## config.mk

```make
export PLATFORM = sky130hd
export DESIGN_NAME = des_round_ctrl
export DESIGN_NICKNAME = d
export VERILOG_FILES = /design/src/rtl/des_round_ctrl.sv
export SDC_FILE = /design/constraint.sdc
export NUM_CORES = 1
export LEC_CHECK = 0
export CAP_MARGIN = 10
export CORE_MARGIN = 2
export CORE_UTILIZATION = 49
export CTS_CLUSTER_DIAMETER = 80
export CTS_CLUSTER_SIZE = 10
export DETAILED_ROUTE_END_ITERATION = 8
export GPL_ROUTABILITY_DRIVEN = 0
export GPL_TIMING_DRIVEN = 1
export HOLD_SLACK_MARGIN = 0.1
export PLACE_DENSITY = 0.88
export SLEW_MARGIN = 30
export SYNTH_ARGS = -nofsm -noshare
export SYNTH_HDL_FRONTEND = slang
export SYNTH_SLANG_ARGS = --single-unit
```

## constraint.sdc

```tcl
create_clock -name clk -period 5.6 [get_ports clk]
set_input_delay 1.12 -clock clk [delete_from_list [all_inputs] [get_ports clk]]
set_output_delay 1.12 -clock clk [all_outputs]
set_load 0.03 [all_outputs]
```

## src/rtl/des_round_ctrl.sv

```systemverilog
// Iterative DES round controller: one Feistel round per clock. The F function
// is external, and the subkey schedule is derived on the fly from C/D.
module des_round_ctrl #(
    parameter int FEISTEL_WIDTH = 32,
    parameter int KEY_WIDTH     = 48,
    parameter int NUM_ROUNDS    = 16
) (
    input  logic                     clk,
    input  logic                     rst,
    input  logic                     in_valid,
    output logic                     in_ready,
    input  logic [63:0]              in_block,
    input  logic [63:0]              in_key,
    input  logic                     in_decrypt,
    output logic [FEISTEL_WIDTH-1:0] f_data,
    output logic [KEY_WIDTH-1:0]     f_key,
    input  logic [FEISTEL_WIDTH-1:0] f_result,
    output logic                     out_valid,
    input  logic                     out_ready,
    output logic [63:0]              out_block,
    output logic [3:0]               round
);

    typedef enum logic [1:0] {IDLE, ROUND, DONE} state_t;

    // Permutation tables use DES numbering: entry = source bit, bit 1 = MSB.
    localparam int IP_T [64] = '{
        58, 50, 42, 34, 26, 18, 10, 2, 60, 52, 44, 36, 28, 20, 12, 4,
        62, 54, 46, 38, 30, 22, 14, 6, 64, 56, 48, 40, 32, 24, 16, 8,
        57, 49, 41, 33, 25, 17,  9, 1, 59, 51, 43, 35, 27, 19, 11, 3,
        61, 53, 45, 37, 29, 21, 13, 5, 63, 55, 47, 39, 31, 23, 15, 7};
    localparam int FP_T [64] = '{
        40, 8, 48, 16, 56, 24, 64, 32, 39, 7, 47, 15, 55, 23, 63, 31,
        38, 6, 46, 14, 54, 22, 62, 30, 37, 5, 45, 13, 53, 21, 61, 29,
        36, 4, 44, 12, 52, 20, 60, 28, 35, 3, 43, 11, 51, 19, 59, 27,
        34, 2, 42, 10, 50, 18, 58, 26, 33, 1, 41,  9, 49, 17, 57, 25};
    localparam int PC1_T [56] = '{
        57, 49, 41, 33, 25, 17,  9,  1, 58, 50, 42, 34, 26, 18,
        10,  2, 59, 51, 43, 35, 27, 19, 11,  3, 60, 52, 44, 36,
        63, 55, 47, 39, 31, 23, 15,  7, 62, 54, 46, 38, 30, 22,
        14,  6, 61, 53, 45, 37, 29, 21, 13,  5, 28, 20, 12,  4};
    localparam int PC2_T [48] = '{
        14, 17, 11, 24,  1,  5,  3, 28, 15,  6, 21, 10,
        23, 19, 12,  4, 26,  8, 16,  7, 27, 20, 13,  2,
        41, 52, 31, 37, 47, 55, 30, 40, 51, 45, 33, 48,
        44, 49, 39, 56, 34, 53, 46, 42, 50, 36, 29, 32};
    localparam logic [15:0] SHIFT_TWO = 16'h7EFC;

    function automatic logic [63:0] permIp(input logic [63:0] x);
        for (int i = 0; i < 64; i++) permIp[6'(63 - i)] = x[6'(64 - IP_T[i])];
    endfunction

    function automatic logic [63:0] permFp(input logic [63:0] x);
        for (int i = 0; i < 64; i++) permFp[6'(63 - i)] = x[6'(64 - FP_T[i])];
    endfunction

    function automatic logic [55:0] permPc1(input logic [63:0] x);
        for (int i = 0; i < 56; i++) permPc1[6'(55 - i)] = x[6'(64 - PC1_T[i])];
    endfunction

    function automatic logic [47:0] permPc2(input logic [55:0] x);
        for (int i = 0; i < 48; i++) permPc2[6'(47 - i)] = x[6'(56 - PC2_T[i])];
    endfunction

    state_t                   state_q, state_d;
    logic [FEISTEL_WIDTH-1:0] l_q, l_d, r_q, r_d, rNew;
    logic [27:0]              c_q, c_d, d_q, d_d, cRot, dRot;
    logic [3:0]               round_q, round_d;
    logic                     mode_q, mode_d;
    logic [63:0]              outBlock_q, outBlock_d, ipBlock;
    logic [55:0]              pc1Key;
    logic                     twoShift;

    assign ipBlock   = permIp(in_block);
    assign pc1Key    = permPc1(in_key);
    assign rNew      = l_q ^ f_result;
    assign in_ready  = (state_q == IDLE);
    assign out_valid = (state_q == DONE);
    assign out_block = outBlock_q;
    assign round     = round_q;
    assign f_data    = r_q;
    assign f_key     = permPc2({cRot, dRot});

    // Decrypt walks the schedule backwards: round 0 reuses C0/D0 (== C16/D16).
    always_comb begin
        cRot     = c_q;
        dRot     = d_q;
        twoShift = 1'b0;
        if (!mode_q) begin
            twoShift = SHIFT_TWO[round_q];
            cRot     = twoShift ? {c_q[25:0], c_q[27:26]} : {c_q[26:0], c_q[27]};
            dRot     = twoShift ? {d_q[25:0], d_q[27:26]} : {d_q[26:0], d_q[27]};
        end else if (round_q != 4'd0) begin
            twoShift = SHIFT_TWO[4'd0 - round_q];
            cRot     = twoShift ? {c_q[1:0], c_q[27:2]} : {c_q[0], c_q[27:1]};
            dRot     = twoShift ? {d_q[1:0], d_q[27:2]} : {d_q[0], d_q[27:1]};
        end
    end

    always_comb begin
        state_d    = state_q;
        l_d        = l_q;
        r_d        = r_q;
        c_d        = c_q;
        d_d        = d_q;
        round_d    = round_q;
        mode_d     = mode_q;
        outBlock_d = outBlock_q;
        case (state_q)
            IDLE: begin
                if (in_valid) begin
                    l_d     = ipBlock[63:32];
                    r_d     = ipBlock[31:0];
                    c_d     = pc1Key[55:28];
                    d_d     = pc1Key[27:0];
                    mode_d  = in_decrypt;
                    round_d = 4'd0;
                    state_d = ROUND;
                end
            end
            ROUND: begin
                l_d = r_q;
                r_d = rNew;
                c_d = cRot;
                d_d = dRot;
                if (round_q == 4'(NUM_ROUNDS - 1)) begin
                    outBlock_d = permFp({rNew, r_q});
                    round_d    = 4'd0;
                    state_d    = DONE;
                end else begin
                    round_d = round_q + 4'd1;
                end
            end
            DONE: begin
                if (out_ready) state_d = IDLE;
            end
            default: state_d = IDLE;
        endcase
    end

    always_ff @(posedge clk) begin
        if (rst) begin
            state_q    <= IDLE;
            l_q        <= '0;
            r_q        <= '0;
            c_q        <= '0;
            d_q        <= '0;
            round_q    <= '0;
            mode_q     <= 1'b0;
            outBlock_q <= '0;
        end else begin
            state_q    <= state_d;
            l_q        <= l_d;
            r_q        <= r_d;
            c_q        <= c_d;
            d_q        <= d_d;
            round_q    <= round_d;
            mode_q     <= mode_d;
            outBlock_q <= outBlock_d;
        end
    end

endmodule

```

==> results.md <==
Yosys:
- The synthesis-stage register bit count is between 100 and 150.
- The dominant combinational cell family by area after synthesis is compound AO/OA/AOI/OAI gates.
- The Yosys warning count is 0.
- The number of synthesized flops with an enable pin is 0.
- The fraction of registers with async set or reset after synthesis is 0.
- The portion of synthesized area spent on multiplexers is 0.136.
- Counting every instance in the synthesized netlist gives around 1.1k.
- The simple-gate share of the synthesized area is 0.164.
- The mean cell area of the mapped netlist is slightly below 8 um2.
- The number of different library cells used by synthesis comes to 43.
- For this run, the leading register cell type out of synthesis is dfxtp_1.
- The mapped netlist covers around 0.0084 mm2.
- For this run, the register share of the synthesized area comes to 0.345.
- The compound-cell area share of the yosys netlist is 0.207.
- Of the total synthesized cell area, the portion taken by XOR and XNOR cells is 0.0336.
- The post-synthesis adder-cell area fraction is 0.00450.

Final layout:
- The total number of nets in the final design is 1,338.
- The count of filler cells inserted in the layout is approximately 1.4k.
- For this run, the share of the core covered by cells in the final layout is 0.616.
- After routing the design area is 0.0103 mm2.
- The count of cells in the finished layout, fillers not included, comes to 1,403.
- Compared with the post-synthesis result, the final layout area differs by 22.8%.
- The layout cell share with drive strength beyond 1 is 0.0558.
- The antenna diode count is 0.

CTS:
- The deepest clock path buffer count is 2.
- The CTS clock-pin slew for the worst setup and hold paths is about 60 ps.
- The count of hold buffers inserted by post-cts repair is 0.
- The number of resized instances in the post-cts repair step is 0.
- Clock tree synthesis inserted a total of 17 buffers.
- Clock latency on the worst-skew pair, taken at its later pin, is 420 ps.
- The clock tree from TritonCTS is built.
- The cell at the root of the clock tree is clkbuf_16.
- The H-tree generated during clock tree synthesis spans 4 levels.
- Once the clock tree was built, the setup fixing pass inserted 0 buffers.
- The clock net sink count is about 140.

Power and ir drop:
- The internal power consumption is just over 2 mW.
- The clock group share of total power is 0.402.
- Summed over all cells, the static leakage comes to 3.62 nW.
- The share of total power dissipated in sequential elements is 0.388.
- Dividing total power by cell area gives a power density of 286 mW/mm2.
- Of the total power, combinational logic draws 0.211.
- The switching power is 0.900 mW.
- The overall power of the completed layout is roughly 2.9 mW.
- The switching part of the total is 0.307.
- The peak supply drop is about 0.23 mV.

Global route:
- The number of global-route vias before repair came to around 7.7k.
- The number of antenna violations at the first check in global routing is 0.
- The wire length of the first global-routing pass is 38,400 um.
- The leftover overflow at the end of global routing is 0.
- The global routing usage summed across all routing layers is 0.260.
- Entering global routing, the biggest net connects 67 pins.

Worst setup path:
- The worst reg2reg path depth is 7.
- The largest driver fanout on the critical path is 21.
- The startpoint type of the worst setup path is a flip-flop.
- The startpoint of the most critical setup path is round[0].
- The data required time at the worst endpoint is roughly 4500 ps.
- In this run the worst setup path terminates at f_key[18].
- By startpoint and endpoint, the worst setup path is classified as flip-flop to primary output.
- The endpoint arrival time on the critical path is 3640 ps.
- The category of the worst setup path capture point is a primary output.
- The endpoint identified for the worst register-to-register timing path is c_q[6].
- The reg-to-reg critical path startpoint is state_q[0].
- For flop-to-flop paths, the worst setup slack is approximately 2600 ps.

STA:
- Clock skew on the completed layout was measured at roughly 8 ps.
- For the pin with the worst max-slew slack, the measured transition is ~900 ps.
- Setup violations remaining at the end of the flow were counted as 0.
- The minimum hold slack is between 400 and 500 ps.
- The final hold violation count is 0.
- The final worst-path setup slack is between 800 and 900 ps.
- In this run the tightest slew margin relative to its limit is 0.407.
- Setup repair after global routing left no endpoint under its margin.
- The max-slew violation total from the final report is 0.
- The highest clock frequency the design can meet is ~210 MHz.
- The final clock period utilization by the worst path is 0.850.
- The final total negative setup slack is 0 ps.
- The worst path needs ~4800 ps of the cycle, external delays included.

Floorplan:
- The overall die area is 0.0181 mm2.
- The I/O pin count is ~320.
- The total area inside the core boundary comes to between 0.015 and 0.02 mm2.
- The initial cell density of the core is 0.502.
- The number of core rows is 47.
- The die is roughly 130 um tall.
- The floorplan die width is 135 um.

Hold path:
- The worst hold path startpoint is out_block[29].
- In this run the worst hold path is classified as flip-flop to flip-flop.

Placed design:
- The total of buffers placed on input and output ports is between 100 and 150.
- The placed wire-length estimate after detailed placement is 15,100 um.
- The placed standard-cell area is 0.00963 mm2.
- Prior to clock tree synthesis, the placed netlist has a worst setup slack of around 1300 ps.
- In this run, placement finished with an instance count of roughly 1.4k.

Drt:
- The total length of routed wires is between 20,000 and 25,000 um.
- For this block, the via count after detailed routing is between 7k and 8k.
- The DRC violations left is 0.
- Dividing the detail-routed via count by the number of cells gives 5.69.
- The detail route stage leaves a number of antenna-violating nets equal to 0.
- The number of search-and-repair iterations in the first detailed-routing pass is 5.
- The initial detailed-routing violation count is between 800 and 900.
- The average wire per standard cell is 16.9 um.

Flow run:
- The number of violations of the max-capacitance limit is 0.

Outcome:
- The run finished with clean final reports.
[Yosys cell counts, types with 2 or more instances]
cell type  instances  area (um2)
buf_6              4        45.0
a22oi_1           69         518
clkbuf_1          47         176
buf_1             11        41.3
o21ai_1           12        60.1
o21bai_1          25         188
buf_2             15        75.1
nor3_1            47         235
nor2_1            94         353
inv_1              7        26.3
nand3_1            3        15.0
dfxtp_1          144        2880
nor2b_1            4        25.0
nand2_1          167         627
nor3b_1            3        22.5
xor2_1            16         140
ha_1               3        37.5
or2_2              2        12.5
a21oi_1           79         395
o21ba_2            2        20.0
or4_1              4        30.0
o21ai_0           85         425
a2111o_1           2        22.5
buf_4             73         548
nand2b_1           4        25.0
o221ai_1           3        26.3
xnor2_1           16         140
mux2i_1          112        1120
[flip-flops by register name, summed over array words and instances, names as in the netlist, named ones only]
register   count
c_q           28
d_q           28
f_data        32
l_q           32
mode_q         1
out_block     16
round          4
state_q        2
[cell type report]
cell class | count | area (um2) | area share
inverter | 8 | 30.0 | 0.00293
timing repair buffer | 164 | 1600 | 0.156
clock buffer | 20 | 457 | 0.0446
clock inverter | 12 | 155 | 0.0151
multi-input combinational | 835 | 4850 | 0.473
tap | 220 | 275 | 0.0269
sequential | 144 | 2890 | 0.281
[per-layer routing]
layer | vias to the layer above | GRT usage | wire length, um
met5 | - | 0 | 0
met2 | 406 | 0.430 | 11400
met3 | 38 | 0.0942 | 2480
li1 | 3782 | - | -
met4 | 0 | 0.0655 | 287
met1 | 3754 | 0.323 | 9550
[power by group through the flow]
stage	clock (mW)	sequential, mW	combinational, mW
4_1_cts	1.19	1.13	0.612
3_3_place_gp	0	1.15	0.594
2_1_floorplan	0	1.17	0.441
5_1_grt	1.24	1.14	0.664
3_5_place_dp	0	1.16	0.608
6_report	1.18	1.14	0.618
[cells by family after synthesis]
| family | after synthesis |
|---|---|
| AOI/OAI and AO/OA | 286 |
| xor gates and xnor gates | 32 |
| adders and majority gates | 3 |
| buffers and inverters | 158 |
| DFF | 144 |
| muxes | 113 |
| other | 1 |
| and+or+nand+nor | 331 |
[worst min path at each step]
stage / end / cells past startpoint / slack, ps
finish: out_block[29] / 2 / 460
global route: out_block[29] / 2 / 470
CTS: out_block[27] / 2 / 450
detailed placement: out_block[27] / 2 / 450
global placement: out_block[29] / 2 / 440
floorplan: l_q[0] / 2 / 450
[critical path, stage by stage, from the launching register on]
cell	delay, ps
dfxtp_1	520
inv_1	110
ha_1	340
or4_1	420
a21o_1	190
o311a_2	320
buf_4	310
mux2i_1	160
o21bai_1	150
clkdlybuf4s50_1	680
[layout by cell type, fill, tap and decap left out, drive strengths merged, types with 17 or more instances in the layout]
cell type,count
nand2,167
clkdlybuf4s50,147
dfxtp,144
mux2i,112
o21ai,97
nor2,95
a21oi,79
conb,70
a22oi,69
nor3,47
o21bai,25
clkbuf,20
buf,17
No activity file was read; power rests on OpenSTA's default activity.
